[config.mk]
export PLATFORM = sky130hd
export DESIGN_NAME = cpu_controller
export DESIGN_NICKNAME = d
export VERILOG_FILES = /design/src/rtl/cpu_controller.sv
export SDC_FILE = /design/constraint.sdc
export NUM_CORES = 1
export LEC_CHECK = 0
export ABC_AREA = 1
export CORE_AREA = 3 3 40 42
export CTS_BUF_LIST = sky130_fd_sc_hd__clkbuf_16
export CTS_CLUSTER_SIZE = 8
export DETAILED_ROUTE_END_ITERATION = 16
export DIE_AREA = 0 0 43 45
export PLACE_DENSITY = 0.69
export SLEW_MARGIN = 10
export SYNTH_ARGS = -nofsm -noshare
export SYNTH_HDL_FRONTEND = slang
export SYNTH_SLANG_ARGS = --single-unit
[constraint.sdc]
create_clock -name clock -period 2.9 [get_ports clock]
set_input_delay 0.29 -clock clock [delete_from_list [all_inputs] [get_ports clock]]
set_output_delay 0.29 -clock clock [all_outputs]
set_load 0.01 [all_outputs]
[src/rtl/cpu_controller.sv]
// Phase-sequenced control unit for an 8-phase instruction cycle with a sticky halt.
// Optional instruction counter is enabled by defining CTRL_INSTR_COUNT_EN.
module cpu_controller (
  input  logic       clock,
  input  logic       reset,
  input  logic       Enable,
  input  logic [2:0] Opcode,
  input  logic       Zero,
  output logic [2:0] Phase,
  output logic       Sel,
  output logic       Rd,
  output logic       Ld_ir,
  output logic       Inc_pc,
  output logic       Ld_pc,
  output logic       Ld_ac,
  output logic       Wr,
  output logic       Data_e,
  output logic       Halt
`ifdef CTRL_INSTR_COUNT_EN
  ,
  output logic [7:0] Instr_count
`endif
);

  typedef enum logic [2:0] {
    OP_HLT = 3'b000,
    OP_SKZ = 3'b001,
    OP_ADD = 3'b010,
    OP_AND = 3'b011,
    OP_XOR = 3'b100,
    OP_LDA = 3'b101,
    OP_STO = 3'b110,
    OP_JMP = 3'b111
  } opcode_t;

  typedef enum logic [2:0] {
    PH0 = 3'd0,
    PH1 = 3'd1,
    PH2 = 3'd2,
    PH3 = 3'd3,
    PH4 = 3'd4,
    PH5 = 3'd5,
    PH6 = 3'd6,
    PH7 = 3'd7
  } phase_t;

  phase_t phase_q;
  logic   halted_q;
  logic   run_q;
  logic   is_hlt;
  logic   is_skz;
  logic   is_sto;
  logic   is_jmp;
  logic   aluop;
  logic   step;

  assign is_hlt = (Opcode == OP_HLT);
  assign is_skz = (Opcode == OP_SKZ);
  assign is_sto = (Opcode == OP_STO);
  assign is_jmp = (Opcode == OP_JMP);
  assign aluop  = (Opcode == OP_ADD) || (Opcode == OP_AND) ||
                  (Opcode == OP_XOR) || (Opcode == OP_LDA);

  // run_q swallows the first edge after reset release so phase 0 is held once.
  assign step = run_q && Enable && !halted_q;

  always_ff @(posedge clock or negedge reset) begin
    if (!reset) begin
      phase_q  <= PH0;
      halted_q <= 1'b0;
      run_q    <= 1'b0;
    end else begin
      run_q <= 1'b1;
      if (step) begin
        if (phase_q == PH4 && is_hlt) begin
          halted_q <= 1'b1;
        end else begin
          phase_q <= phase_t'(phase_q + 3'd1);
        end
      end
    end
  end

`ifdef CTRL_INSTR_COUNT_EN
  logic [7:0] count_q;

  always_ff @(posedge clock or negedge reset) begin
    if (!reset) begin
      count_q <= 8'd0;
    end else if (step && phase_q == PH7) begin
      count_q <= count_q + 8'd1;
    end
  end

  assign Instr_count = count_q;
`endif

  assign Phase = phase_q;

  always_comb begin
    Sel    = 1'b0;
    Rd     = 1'b0;
    Ld_ir  = 1'b0;
    Inc_pc = 1'b0;
    Ld_pc  = 1'b0;
    Ld_ac  = 1'b0;
    Wr     = 1'b0;
    Data_e = 1'b0;
    Halt   = 1'b0;
    if (halted_q) begin
      Halt = 1'b1;
    end else begin
      unique case (phase_q)
        PH0: Sel = 1'b1;
        PH1: begin
          Sel = 1'b1;
          Rd  = 1'b1;
        end
        PH2, PH3: begin
          Sel   = 1'b1;
          Rd    = 1'b1;
          Ld_ir = 1'b1;
        end
        PH4: begin
          Inc_pc = 1'b1;
          Halt   = is_hlt;
        end
        PH5: Rd = aluop;
        PH6: begin
          Rd     = aluop;
          Inc_pc = is_skz && Zero;
          Ld_pc  = is_jmp;
          Data_e = is_sto;
        end
        PH7: begin
          Rd     = aluop;
          Ld_ac  = aluop;
          Inc_pc = is_jmp;
          Ld_pc  = is_jmp;
          Wr     = is_sto;
          Data_e = is_sto;
        end
        default: Sel = 1'b1;
      endcase
    end
  end

endmodule

==> results of run 1 <==
## synthesized netlist by cell type, drive strengths merged
library cell,instances,area (um2)
nand3,8,52.6
buf,1,11.3
a21oi,1,5.00
nor3,2,15.0
o21ai,1,5.00
ha,6,75.1
nand3b,1,7.51
inv,9,33.8
nor2,12,57.6
nand2,19,83.8
dfrtp,5,125
conb,1,3.75
clkinv,1,8.76
## flip-flops by register name, summed over array words and instances, names as in the netlist
signal,cells
Phase,3
halted_q,1
run_q,1
## power groups by stage
stage / sequential, mW / combinational (mW) / clock (mW)
finish: 0.0711 / 0.0173 / 0.219
global placement: 0.0719 / 0.0172 / 0
CTS: 0.0711 / 0.0174 / 0.224
global route: 0.0711 / 0.0189 / 0.230
floorplan: 0.0719 / 0.00597 / 0
detailed placement: 0.0719 / 0.0172 / 0
## layout by cell type, fill, tap and decap left out, drive strengths merged
master	instances
a21oi	1
clkbuf	3
clkdlybuf4s50	18
clkinv	1
conb	1
dfrtp	5
ha	6
inv	10
nand2	19
nand3	8
nand3b	1
nor2	12
nor3	2
o21ai	1
## area by class of cell
cell class / instances / share of cell area
repair buffers: 18 / 0.240
multi-input cells: 51 / 0.407
flip-flops and latches: 5 / 0.167
well taps: 15 / 0.0250
inverters: 10 / 0.0567
clock buffers: 3 / 0.100
clock inverters: 1 / 0.00500
## metrics by stage
step | power (mW) | setup slack, ps
after floorplan | 0.0779 | 1520
after global placement | 0.0891 | 875
after detailed placement | 0.0891 | 857
after CTS | 0.313 | 777
after global routing | 0.319 | 684
final | 0.307 | 800
## worst paths after layout
kind,depth (start not counted),to
min reg2reg,2,Phase[0]$_DFFE_PN0P_
max in group asynchronous,1,halted_q$_DFFE_PN0P_
min in group clock,2,Phase[0]$_DFFE_PN0P_
min,1,Phase[2]$_DFFE_PN0P_
max reg2reg,8,Phase[2]$_DFFE_PN0P_
max,7,Halt
## metal layers
layer | wire length, um | up-vias | part of all wire
met5 | 0 | - | 0
met4 | 0 | 0 | 0
met3 | 66 | 0 | 0.066
met2 | 488 | 14 | 0.49
met1 | 438 | 209 | 0.44
li1 | - | 247 | -
## cell families after synthesis
logic type                 count (synthesis)  synth area share
and+or+nand+nor                           42             0.447
buffers and inverters                     11             0.111
adders and majority gates                  6             0.155
DFF                                        5             0.258
AOI/OAI and AO/OA                          2            0.0207
other                                      1           0.00774
==> reports/metrics.csv, run 1 <==
metric;value;unit
Fmax;0.476;GHz
IR drop worst, VDD;0.403;mV
Port Buf Inserts;18;
vias in the first global route;431;
wire per inst;9.64;um
pin count of the biggest net entering global routing;11;
mapped cell area;484;um2
Core Region;1280;um2
WP data required;2610;ps
CP Buf/Inv Count;3;
Max Slew Vio Count;0;
setup tns final;0;ps
Die Span X;43;um
synth warn;0;
share of cells above drive strength 1;0.159;
H-tree levels;1;
Sink Count;5;
Hold Buf Count CTS;0;
DPL Wire Length;806;um
area of the multi-input gates;305;um2
WL final;993;um
Switch Pwr;0.0491;mW
Combinational Power Share;0.056;
synthesis-to-finish area growth;55.0;%
clk_skew;0.732;ps
max incr delay on CP;530;ps
Top Family by Delay on Critical Path;buffers and inverters;
Lkg Pwr;0.334;nW
fin nets;102;
Hold WC Path Type;in -> async;
Avg Cell Area, Syn;7.23;um2
Critical R2R Launch;Phase[1]$_DFFE_PN0P_;
GPL Wtd Cong;0.800;
CP Cell Sequence;inv_1 > ha_1 > nand2_4 > clkinv_4 > nand3_4 > nand2_1 > clkdlybuf4s50_1;
GR peak layer;met2;
gr usage total;0.122;
Rows;13;
DP Cell Count;99;
via count;470;
CTS root buf;clkbuf_16;
Initial Utilization;0.377;
status;complete, no violations;
min Tclk post-route;2100;ps
distinct cell type count after synthesis;20;
fin area;751;um2
postcts setup bufs;0;
sequential share of the synthesized area;0.258;
DRT iter0 DRCs;2;
Post-Syn Nets;80;
Core Util, Final;0.584;
Post-Syn Instances;67;
clk buf depth;2;
worst skew pair latency;220;ps
non-filler cells, final;103;
DR vias/cell;4.56;
internal power;0.258;mW
DIE AREA;1940;um2
n_diodes;0;
maxcap violations;0;
M3 GR Usage;0.0279;
Clock power frac;0.712;
CTS clk-pin slew, worst paths;30;ps
Period Utilization, post-route;0.724;
post-route antenna net violation count;0;
CTS tree;done;
drt first pass iters;2;
Setup Crit Path Kind;reg -> out;
first-pass GRT wire length;1730;um
CP Data Arrival Time;1810;ps
hold slack;285;ps
PD cells;409;nW/um2
I/O Pins;19;
RSZ-0062 raised after global routing;false;
Critical-path top delay cell;clkdlybuf4s50_1;
CP Max Fanout;6;
Register Area;125;um2
total congestion overflow;0;
Worst Setup SP;Phase[1]$_DFFE_PN0P_;
CTS buffer count;3;
Critical Path End Type;output port;
synthesis-stage register bit count;5;
die height;45;um
sequential power share;0.232;
GR Layer Usage met2;0.201;
initial antenna violation count;0;
# fillers;125;
final setup fails;0;
met1 usage;0.139;
detailed-route DRC error count;0;
final hold viol count;0;
Sw Share;0.160;
CP Launch Type;flip-flop;
post-cts resize count;0;
Cell Area, Placed;672;um2
flop-to-flop setup slack;1610;ps
Note: power is estimated with default switching activity, not from simulation.
==> run 2, diff against run 1 <==
CORE_AREA = not set   (was 3 3 40 42)
CORE_MARGIN = 3   (was not set)
CORE_UTILIZATION = 37   (was not set)
DIE_AREA = not set   (was 0 0 43 45)
PLACE_DENSITY = 0.72   (was 0.69)
clock period = 1.7 ns   (was 2.9 ns; I/O delays follow)
==> run 2 against run 1 <==
Compared with the run above:
- non-clock buffer count up 8
- clock power grew 73%
- first-iteration DRC count increased to 4.0 times the previous value
- critical path depth is the same
- global-route usage is 3.5 points higher
- sequential power increased by 72%
- via count is 9.1% higher
- utilization grew 10 points
- die area shrank 8.1%
- worst hold slack lost 110 ps
- critical path type unchanged
==> reports/metrics.csv, run 2 (synthesis gave the netlist of run 1 again) <==
metric;value;unit;change
DIE AREA;1780;um2;was 1940 um2
WL final;1130;um;was 993 um
DPL Wire Length;897;um;was 806 um
Setup Crit Path Kind;reg -> out;;unchanged
Worst Setup SP;Phase[1]$_DFFE_PN0P_;;unchanged
PD cells;659;nW/um2;was 409 nW/um2
pin count of the biggest net entering global routing;9;;was 11
drt first pass iters;3;;was 2
FF-to-FF path depth;9;;was 8
die height;42.2;um;was 45 um
CP Data Arrival Time;1420;ps;was 1810 ps
share of cells above drive strength 1;0.292;;was 0.159
# fillers;106;;was 125
CTS clk-pin slew, worst paths;30;ps;about the same
worst skew pair latency;230;ps;was 220 ps
Lkg Pwr;0.404;nW;was 0.334 nW
CP Max Fanout;5;;was 6
Sink Count;5;;unchanged
CTS root buf;clkbuf_16;;unchanged
fin nets;110;;was 102
H-tree levels;1;;unchanged
clk_skew;0.584;ps;was 0.732 ps
most frequent cells in the layout;nand2_1 (16), nor2_1 (9), clkdlybuf4s50_1 (9), buf_4 (8);;was clkdlybuf4s50_1 (18), nand2_1 (16), nor2_1 (9), inv_1 (8), nand3_1 (7)
final hold viol count;0;;unchanged
min Tclk post-route;1590;ps;
vias in the first global route;496;;was 431
met2 wire len;563;um;was 488 um
detailed-route DRC error count;0;;unchanged
final setup fails;0;;unchanged
CTS tree;done;;unchanged
CP Cell Sequence;inv_1 > ha_2 > nand2_4 > clkinv_4 > nand3_4 > nand2_1 > dlygate4sd2_1;;was inv_1 > ha_1 > nand2_4 > clkinv_4 > nand3_4 > nand2_1 > clkdlybuf4s50_1
Cell Area, Placed;723;um2;was 672 um2
Port Buf Inserts;18;;unchanged
Critical R2R Launch;Phase[1]$_DFFE_PN0P_;;unchanged
RSZ-0062 raised after global routing;false;;unchanged
IR drop worst, VDD;0.726;mV;was 0.403 mV
post-route antenna net violation count;0;;unchanged
wire per inst;10.3;um;was 9.64 um
total congestion overflow;0;;unchanged
Fmax;0.628;GHz;
CTS buffer count;3;;unchanged
Max Slew Vio Count;0;;unchanged
DP Cell Count;105;;was 99
max FFs per register;3;;unchanged
top routing layer in use;met4;;was met3
DR vias/cell;4.66;;was 4.56
I/O Pins;19;;unchanged
Initial Utilization;0.413;;was 0.377
Critical Path End Type;output port;;unchanged
gr usage total;0.157;;was 0.122
Top Family by Delay on Critical Path;buffers and inverters;;unchanged
Hold WC Path Type;in -> async;;unchanged
DRT iter0 DRCs;8;;was 2
commonest non-fill, non-tap cell in the layout;nand2_1;;was clkdlybuf4s50_1
max incr delay on CP;410;ps;was 530 ps
maxcap violations;0;;unchanged
non-filler cells, final;110;;was 103
GPL Wtd Cong;0.760;;was 0.800
CP Buf/Inv Count;3;;unchanged
hold slack;172;ps;was 285 ps
Die Span X;42.2;um;was 43 um
via count;513;;was 470
Core Region;1170;um2;was 1280 um2
flop-to-flop setup slack;370;ps;was 1610 ps
Period Utilization, post-route;0.937;;
synthesis-to-finish area growth;65.9;%;was 55.0%
routed length on met3;35;um;was 66 um
clk buf depth;2;;unchanged
n_diodes;0;;unchanged
status;complete, no violations;;unchanged
Core Util, Final;0.686;;was 0.584
WP data required;1530;ps;was 2610 ps
CP Launch Type;flip-flop;;unchanged
first-pass GRT wire length;2130;um;was 1730 um
fin area;803;um2;was 751 um2
Rows;12;;was 13
met1 WL;504;um;was 438 um
FF-to-FF End;Phase[1]$_DFFE_PN0P_;;was Phase[2]$_DFFE_PN0P_
Critical-path top delay cell;dfrtp_1;;was clkdlybuf4s50_1
initial antenna violation count;0;;unchanged
[run 2: cell types whose count changed in the layout (fill, tap and decap cells not counted)]
cell,previous run,this run
inv_1,8,7
clkbuf_2,0,2
clkdlybuf4s50_1,18,9
ha_2,0,2
clkdlybuf4s15_1,0,2
dfrtp_2,0,1
dfrtp_1,5,4
inv_2,2,3
dlymetal6s2s_1,0,1
dlygate4sd2_1,0,4
ha_1,6,4
buf_4,0,8
[run 2: worst reg2reg max path: stages (launching register included)]
cell      delay [ps]
dfrtp_1          400
inv_1            100
ha_2             190
nand2_4           70
clkinv_4          50
nand3_4           50
buf_4            130
nand2_2           60
nand2_1           70
nand2_1           70
[run 2: area by class of cell]
cell class / instances / area (um2) / area share
clock buffer: 3 / 75.1 / 0.0935
inverter: 10 / 42.5 / 0.0530
multi-input combinational: 51 / 310 / 0.386
tap: 14 / 17.5 / 0.0218
timing repair buffer: 26 / 228 / 0.283
clock inverter: 1 / 3.75 / 0.00467
sequential: 5 / 126 / 0.157
[run 2: metrics by stage]
stage / TNS, ps / worst slack [ps] / power (mW)
after floorplan: 0 / 441 / 0.133
after global placement: -189 / -93.7 / 0.152
after detailed placement: -263 / -121 / 0.153
after CTS: 0 / 16.2 / 0.537
after global routing: 0 / 9.41 / 0.551
final: 0 / 107 / 0.530
[run 2: worst max-delay path by stage]
stage / depth (start not counted) / endpoint / slack, ps
finish: 7 / Halt / 110
detailed placement: 6 / Inc_pc / -120
global placement: 6 / Inc_pc / -90
CTS: 5 / Inc_pc / 20
global route: 5 / Ld_ac / 9
floorplan: 6 / Rd / 440
[run 2: where the power goes]
| part | internal (mW) | switching [mW] |
|---|---|---|
| clock | 0.304 | 0.0735 |
| sequential | 0.121 | 0.000565 |
| combinational | 0.0151 | 0.0154 |
| total | 0.440 | 0.0894 |
[run 2: routing by layer]
layer | up-vias | global-route usage
li1 | 264 | -
met1 | 234 | 0.201
met2 | 12 | 0.231
met3 | 3 | 0.0300
met4 | 0 | 0.112
met5 | - | 0
[run 2: timing repair]
action,4_1_cts,5_1_grt
pin swaps,0,1
resized for setup,11,8
endpoints found under the setup margin,8,5
hold buffers,0,0
cloned,0,0
buffers inserted,1,0
==> run 3, diff against run 2 <==
GPL_TIMING_DRIVEN = 1   (was not set)
SETUP_SLACK_MARGIN = 0.4   (was not set)
==> run 3 against run 2 <==
Compared with the run above:
- power about the same
- sequential cell count unchanged
- utilization up 6.1 points
- routed wire length up 15%
- sequential power about the same
- critical path depth unchanged
- critical path type unchanged
- global-route usage up 1.2 points
- count of clock-buffer cells in the layout unchanged
- critical endpoint is now Rd
- sequential share of layout area down 1.0 points
==> reports/metrics.csv, run 3 (synthesis gave the netlist of run 1 again) <==
metric;value;unit;change
H-tree levels;1;;unchanged
DRT iter0 DRCs;9;;was 8
Fmax;0.638;GHz;was 0.628 GHz
share of cells above drive strength 1;0.500;;was 0.292
commonest non-fill, non-tap cell in the layout;nand2_1;;unchanged
Hold WC Path Type;in -> async;;unchanged
DIE AREA;1780;um2;unchanged
Port Buf Inserts;18;;unchanged
Lkg Pwr;0.414;nW;was 0.404 nW
Rows;12;;unchanged
DR vias/cell;4.77;;was 4.66
CTS tree;done;;unchanged
final hold viol count;0;;unchanged
gr usage total;0.169;;was 0.157
# fillers;92;;was 106
Power, Total;0.529;mW;was 0.530 mW
most frequent cells in the layout;nand2_1 (13), nor2_1 (9), buf_2 (9), buf_4 (9), nand3_1 (7);;was nand2_1 (16), nor2_1 (9), clkdlybuf4s50_1 (9), buf_4 (8)
vias in the first global route;511;;was 496
pin count of the biggest net entering global routing;9;;unchanged
initial antenna violation count;0;;unchanged
first-pass GRT wire length;2280;um;was 2130 um
WL final;1300;um;was 1130 um
worst skew pair latency;230;ps;about the same
post-route antenna net violation count;0;;unchanged
DPL Wire Length;897;um;unchanged
Register Area;129;um2;was 126 um2
n_diodes;0;;unchanged
drt first pass iters;4;;was 3
CP Launch Type;flip-flop;;unchanged
synthesis-to-finish area growth;80.6;%;was 65.9%
CTS buffer count;3;;unchanged
Hold Buf Count CTS;0;;unchanged
status;complete, no violations;;unchanged
CTS clk-pin slew, worst paths;30;ps;about the same
Sink Count;5;;unchanged
Core Region;1170;um2;unchanged
Period Utilization, post-route;0.922;;was 0.937
Setup Crit Path Kind;reg -> out;;unchanged
GPL Wtd Cong;0.760;;unchanged
worst slack, placed;-121;ps;unchanged
Initial Utilization;0.413;;unchanged
Die Span X;42.2;um;unchanged
CP Max Fanout;4;;was 5
WP data required;1530;ps;about the same
area of the multi-input gates;370;um2;was 310 um2
clk_skew;0.746;ps;was 0.584 ps
die height;42.2;um;unchanged
RSZ-0062 raised after global routing;true;;was false
wire per inst;11.4;um;was 10.3 um
maxcap violations;0;;unchanged
Max Slew Vio Count;0;;unchanged
PD cells;605;nW/um2;was 659 nW/um2
clk buf depth;2;;unchanged
min Tclk post-route;1570;ps;was 1590 ps
CP Data Arrival Time;1400;ps;was 1420 ps
max FFs per register;3;;unchanged
Critical Path End Type;output port;;unchanged
post-route setup slack;132;ps;was 107 ps
fin nets;114;;was 110
CTS root buf;clkbuf_16;;unchanged
I/O Pins;19;;unchanged
total congestion overflow;0;;unchanged
IR drop worst, VDD;0.703;mV;was 0.726 mV
via count;544;;was 513
final setup fails;0;;unchanged
detailed-route DRC error count;0;;unchanged
## run 3: area by class of cell
type	instances	share of cell area
inverter	10	0.0544
multi-input combinational	51	0.423
clock inverter	1	0.00429
timing repair buffer	30	0.265
tap	14	0.0200
sequential	5	0.147
clock buffer	3	0.0858
## run 3: path summary, 6_finish.rpt
path | start | to | slack [ps] | cells past startpoint
worst max register to register | Phase[1]$_DFFE_PN0P_ | Phase[1]$_DFFE_PN0P_ | 410 | 9
worst max-delay path | Phase[0]$_DFFE_PN0P_ | Rd | 130 | 7
min in group clock | Enable | halted_q$_DFFE_PN0P_ | 570 | 3
max in group asynchronous | reset | Phase[1]$_DFFE_PN0P_ | 1320 | 1
worst min register to register | Phase[2]$_DFFE_PN0P_ | Phase[2]$_DFFE_PN0P_ | 580 | 2
worst min-delay path | reset | halted_q$_DFFE_PN0P_ | 170 | 1
## run 3: what timing repair did
item                                   in CTS  in global routing
pin swaps                                   3                  1
setup endpoints to repair                  15                 14
resized for setup                          59                  7
endpoints found under the hold margin       0                  0
buffers inserted                            3                  2
## run 3: layer usage
metal  vias up  global-route usage  wire, um
li1        271                   -         -
met1       243               0.213       520
met2        23               0.258       650
met3         7              0.0300        60
met4         0               0.112        70
met5         -                   0         0
## run 3: critical path, stage by stage (launching register included)
cell and delay (ps):
dfrtp_2 470, inv_4 110, ha_4 130, nor2_1 40
nor2_1 90, nor2_1 60, a21oi_1 120, buf_2 150
## run 3: power by group
group,internal [mW],switching (mW)
Sequential,0.121,0.000759
Combinational,0.0151,0.0152
Clock,0.304,0.0731
Total,0.440,0.0891
## run 3: stage by stage
stage          setup TNS (ps)  instance area (um2)  hold slack [ps]  cells  utilization
2_1_floorplan               0                  484             -126     67            -
6_report                    0                  875              171    114        0.747
3_3_place_gp             -189                  723              403    105        0.618
3_5_place_dp             -263                  723              405    105        0.618
4_1_cts                     0                  847              175    112        0.723
5_1_grt                     0                  875              178    114        0.747
